$ cat config.mk
export PLATFORM = sky130hd
export DESIGN_NAME = demux3_buf
export DESIGN_NICKNAME = d
export VERILOG_FILES = /design/src/rtl/demux3_buf_pkg.sv /design/src/rtl/demux3_buf_slot.sv /design/src/rtl/demux3_buf.sv
export SDC_FILE = /design/constraint.sdc
export NUM_CORES = 1
export LEC_CHECK = 0
export CAP_MARGIN = 20
export CORE_MARGIN = 8
export CORE_UTILIZATION = 44
export CTS_CLUSTER_SIZE = 25
export DETAILED_ROUTE_END_ITERATION = 10
export PLACE_DENSITY_LB_ADDON = 0.2
export SLEW_MARGIN = 20
export SYNTH_ARGS = -nofsm -noshare
export SYNTH_HDL_FRONTEND = slang
export SYNTH_SLANG_ARGS = --single-unit
$ cat constraint.sdc
create_clock -name clk -period 1.7 [get_ports clk]
set_input_delay 0.34 -clock clk [delete_from_list [all_inputs] [get_ports clk]]
set_output_delay 0.34 -clock clk [all_outputs]
set_load 0.05 [all_outputs]
$ cat src/rtl/demux3_buf_pkg.sv
// demux3_buf_pkg: select codes, default width and slot states shared with the datapath mux blocks
package demux3_buf_pkg;
    localparam int D_WIDTH = 12;
    localparam logic [1:0] SEL_CH0 = 2'b00;
    localparam logic [1:0] SEL_CH1 = 2'b01;
    localparam logic [1:0] SEL_CH2 = 2'b10;
    localparam logic [1:0] SEL_ILL = 2'b11;
    typedef enum logic {SLOT_EMPTY = 1'b0, SLOT_FULL = 1'b1} slot_state_e;
endpackage

$ cat src/rtl/demux3_buf_slot.sv
// demux3_buf_slot: single-entry output register with valid/ready handshake
module demux3_buf_slot import demux3_buf_pkg::*; #(
    parameter int W = D_WIDTH
) (
    input  logic         clk,
    input  logic         rst_n,
    input  logic         wr_en,
    input  logic [W-1:0] wr_data,
    output logic         out_valid,
    input  logic         out_ready,
    output logic [W-1:0] out_data
);
    slot_state_e  state_q, state_d;
    logic [W-1:0] data_q, data_d;

    always_comb begin
        state_d = state_q;
        data_d  = data_q;
        if (wr_en) begin
            state_d = SLOT_FULL;
            data_d  = wr_data;
        end else if (state_q == SLOT_FULL && out_ready) begin
            state_d = SLOT_EMPTY;
        end
    end

    always_ff @(posedge clk or negedge rst_n) begin
        if (!rst_n) begin
            state_q <= SLOT_EMPTY;
            data_q  <= '0;
        end else begin
            state_q <= state_d;
            data_q  <= data_d;
        end
    end

    assign out_valid = state_q == SLOT_FULL;
    assign out_data  = data_q;
endmodule

$ cat src/rtl/demux3_buf.sv
// demux3_buf: buffered 1-to-3 steering with per-channel registers and a saturating illegal-select counter
module demux3_buf import demux3_buf_pkg::*; #(
    parameter int d_width      = D_WIDTH,
    parameter int sel_width    = 2,
    parameter int errcnt_width = 8
) (
    input  logic                    clk,
    input  logic                    rst_n,
    input  logic                    in_valid,
    output logic                    in_ready,
    input  logic [d_width-1:0]      in_data,
    input  logic [sel_width-1:0]    in_sel,
    output logic                    out0_valid,
    output logic                    out1_valid,
    output logic                    out2_valid,
    input  logic                    out0_ready,
    input  logic                    out1_ready,
    input  logic                    out2_ready,
    output logic [d_width-1:0]      out0_data,
    output logic [d_width-1:0]      out1_data,
    output logic [d_width-1:0]      out2_data,
    output logic                    err_sel,
    output logic [errcnt_width-1:0] err_count
);
    logic                    acc, wr0, wr1, wr2, ill;
    logic                    err_sel_q, err_sel_d;
    logic [errcnt_width-1:0] err_count_q, err_count_d;

    // Readiness looks only at the addressed channel so a stalled channel never blocks the others
    always_comb begin
        in_ready    = (in_sel == SEL_CH0) ? (!out0_valid || out0_ready) :
                      (in_sel == SEL_CH1) ? (!out1_valid || out1_ready) :
                      (in_sel == SEL_CH2) ? (!out2_valid || out2_ready) : 1'b1;
        acc         = in_valid && in_ready;
        wr0         = acc && in_sel == SEL_CH0;
        wr1         = acc && in_sel == SEL_CH1;
        wr2         = acc && in_sel == SEL_CH2;
        ill         = acc && in_sel == SEL_ILL;
        err_sel_d   = ill;
        err_count_d = (ill && err_count_q != {errcnt_width{1'b1}}) ? err_count_q + 1'b1 : err_count_q;
    end

    always_ff @(posedge clk or negedge rst_n) begin
        if (!rst_n) begin
            err_sel_q   <= 1'b0;
            err_count_q <= '0;
        end else begin
            err_sel_q   <= err_sel_d;
            err_count_q <= err_count_d;
        end
    end

    assign err_sel   = err_sel_q;
    assign err_count = err_count_q;

    demux3_buf_slot #(.W(d_width)) u_slot0 (.clk(clk), .rst_n(rst_n), .wr_en(wr0), .wr_data(in_data),
        .out_valid(out0_valid), .out_ready(out0_ready), .out_data(out0_data));
    demux3_buf_slot #(.W(d_width)) u_slot1 (.clk(clk), .rst_n(rst_n), .wr_en(wr1), .wr_data(in_data),
        .out_valid(out1_valid), .out_ready(out1_ready), .out_data(out1_data));
    demux3_buf_slot #(.W(d_width)) u_slot2 (.clk(clk), .rst_n(rst_n), .wr_en(wr2), .wr_data(in_data),
        .out_valid(out2_valid), .out_ready(out2_ready), .out_data(out2_data));
endmodule
==> impl_metrics.py, run 1 <==
metrics = {
    "outcome": {
        "outcome": "completed",
    },
    "drt": {
        "drtAntennaViolNets": 0,
        "route.vias.total": 1282,
        "wirelength_um": 4430,
        "drc": 0,
        "via_per_inst": 4.87,
        "drt_iter0_markers": 22,
        "drt_first_pass_iters": 4,
        "wl_per_cell_um": 16.8,
    },
    "critical_path": {
        "critPathKind": "in -> out",
        "start_kind": "input port",
        "worstRegToRegCells": 4,
        "critPathRequiredTime_ns": 1.36,
        "worstSetupEndpointType": "primary output",
        "r2r_setup_slack_ns": 0.13,
        "cp_max_fo": 3,
        "crit_arrival_ns": 1.27,
    },
    "clock_network": {
        "cts_buffers": 5,
        "clock_path_buffers": 2,
        "clk-insertion-delay-late_ns": 0.29,
        "cts_sinks": 48,
        "clk_pin_slew_ns": 0.08,
        "cts_root_buf": "clkbuf_8",
        "ctsHtreeMaxLevel": 2,
        "cts_tree": "yes",
    },
    "run": {
        "maxCapViolCount": 0,
    },
    "floorplan": {
        "initial_core_util_pct": 44.5,
        "core_area_um2": 4260,
        "io_pins": 69,
        "std_cell_rows": 24,
        "die_x_um": 81.7,
        "die_h_um": 81.7,
        "dieArea_um2": 6670,
    },
    "synthesis": {
        "yosysUniqueCellTypes": 22,
        "synth_edf_count": 0,
        "ys_async_sr_fraction_pct": 100,
        "ys_seq_area_share_pct": 63.3,
        "postSynthCellCount": 126,
        "netlist_area_um2": 1900,
        "synth.top_cell.area_share_pct": 63.3,
        "yosys_warnings": 0,
        "synth_nets": 147,
        "synth_area_leaders": "dfrtp_1 63%, mux2_2 22%, xor2_1 2.8%, nand2_1 1.2%, nor4_4 1.1%",
        "ys_ff_latch": 48,
        "yosysTopAreaCell": "dfrtp_1",
        "syn_area_per_cell_um2": 15.1,
        "synth_ff_type": "dfrtp_1",
    },
    "global_routing": {
        "grt_usage_pct": 13.8,
        "grt_antenna_before_repair": 0,
        "grtUsageMet3_pct": 5.69,
        "grt_max_degree": 21,
        "grt_pass1_wl_um": 6980,
        "grt-ovfl-total": 0,
        "busiest_layer": "met2",
        "grt_pass1_vias": 1387,
        "globalRouteMet2Util_pct": 22.1,
        "grtUsageMet1_pct": 16.4,
    },
    "place": {
        "placed_area_um2": 2600,
        "globalplace.congestion": 0.763,
        "placedCellCount": 252,
        "io_buffers": 68,
        "place_hpwl_um": 3500,
    },
    "timing": {
        "maxSlewHeadroom_pct": 78.4,
        "post-route-min-period_ns": 1.61,
        "rsz0062_at_grt": "no",
        "skew_ns": 0.00297,
        "period_share_pct": 94.6,
        "drv_slew": 0,
        "finalSetupViolations": 0,
        "fmax_mhz": 622,
        "whs_ns": 0.438,
        "worst_pin_slew_ns": 0.325,
        "final_hold_viol_count": 0,
    },
    "layout": {
        "diodes": 0,
        "synthToLayoutAreaGrowth_pct": 45.1,
        "nets": 231,
        "final_cell_mix": "58 x buf_4, 45 x dfrtp_1, 37 x mux2_2",
        "fillCellCount": 340,
        "fin_cells": 263,
        "fin_area_um2": 2750,
        "layout-drive-gt1-share_pct": 56.9,
        "mostFrequentLayoutCell": "buf_4",
    },
    "pwr": {
        "power.leakage_nw": 1.32,
        "total_power_w": 0.00397,
        "p_per_area_nw_per_um2": 1440,
        "irDropWorstVdd_uv": 1000,
    },
    "worst_hold_path": {
        "holdPathStages": 4,
        "hold_class": "in -> reg",
    },
}
==> final timing paths <==
check / startpoint / end
max: out2_ready / in_ready
min: out1_ready / u_slot1.out_valid
max reg2reg: err_count[0] / err_count[1]
min reg2reg: err_count[7] / err_count[7]
max in group asynchronous: rst_n / u_slot2.out_data[11]
min in group asynchronous: rst_n / u_slot2.out_valid
==> registers in the layout, summed over array words and instances (netlist names) <==
| name | count |
|---|---|
| err_count | 8 |
| err_sel | 1 |
| u_slot0.out_data | 12 |
| u_slot0.out_valid | 1 |
| u_slot1.out_data | 12 |
| u_slot1.out_valid | 1 |
| u_slot2.out_data | 12 |
| u_slot2.out_valid | 1 |
==> logic make-up (layout without fill, tap and decap cells) <==
family | count (synthesis) | in the layout | synth area share (%)
AOI/OAI and AO/OA | 4 | 4 | 1.65
xor gates and xnor gates | 7 | 7 | 3.23
adders and majority gates | 1 | 1 | 0.659
buffers and inverters | 4 | 89 | 1.12
DFF | 48 | 48 | 63.3
muxes | 38 | 38 | 22.5
and+or+nand+nor | 24 | 24 | 7.58
==> cells in the mapped netlist, drive strengths merged (2+ instances only) <==
master   n
nor3     2
nand2b   3
and3     2
nand3    3
o21ai    4
mux2    37
xor2     6
dfrtp   48
nand2    6
nor2     4
buf      3
==> final cells by class <==
cell class,count,area (um2),area share [%]
Clock inverter,2,15.0,0.545
Tap cell,52,65.1,2.36
Multi-Input combinational cell,74,709,25.8
Inverter,1,3.75,0.136
Sequential cell,48,1200,43.8
Clock buffer,6,82.6,3.00
Timing Repair Buffer,80,673,24.4
==> critical path, cell delays in order <==
cell and delay (ns):
clkdlybuf4s50_1 0.40, nand2b_4 0.15, o21ai_2 0.12, o21ai_2 0.09, buf_12 0.16
==> where the power goes <==
part / switching (W) / internal (W) / total (W)
clock: 0.000359 / 0.000329 / 0.000688
combinational: 0.00115 / 0.000568 / 0.00172
sequential: 0.000178 / 0.00139 / 0.00157
total: 0.00169 / 0.00229 / 0.00397
==> per-stage QoR <==
step                setup slack [ns]  utilization (%)  setup TNS [ns]
global route                  0.0315             64.6               0
floorplan                    0.00333                -               0
CTS                          0.00424             64.2               0
detailed placement            -0.180             60.9           -5.01
finish                        0.0926             64.6               0
global placement              -0.143             60.9           -3.89
==> repair_timing <==
item	CTS	global route
hold buffers	1	0
pin swaps	1	1
resized for setup	6	4
buffers inserted	2	0
endpoints found under the setup margin	1	1
endpoints found under the hold margin	13	0
==> routing by layer <==
layer,share of wire (%),routed length (um)
met1,42,1870
met2,47,2100
met5,0,0
met4,0.79,35
met3,9.5,419
Note: power is estimated with default switching activity, not from simulation.
==> run 2, diff against run 1 <==
--- a/config.mk
+++ b/config.mk
@@ -8,8 +8,10 @@
 export CAP_MARGIN = 20
 export CORE_MARGIN = 8
 export CORE_UTILIZATION = 44
+export CTS_CLUSTER_DIAMETER = 100
 export CTS_CLUSTER_SIZE = 25
 export DETAILED_ROUTE_END_ITERATION = 10
+export GPL_ROUTABILITY_DRIVEN = 0
 export PLACE_DENSITY_LB_ADDON = 0.2
 export SLEW_MARGIN = 20
 export SYNTH_ARGS = -nofsm -noshare
==> results of run 2 <==
Final layout, timing and power as in run 1 (identical DEF).
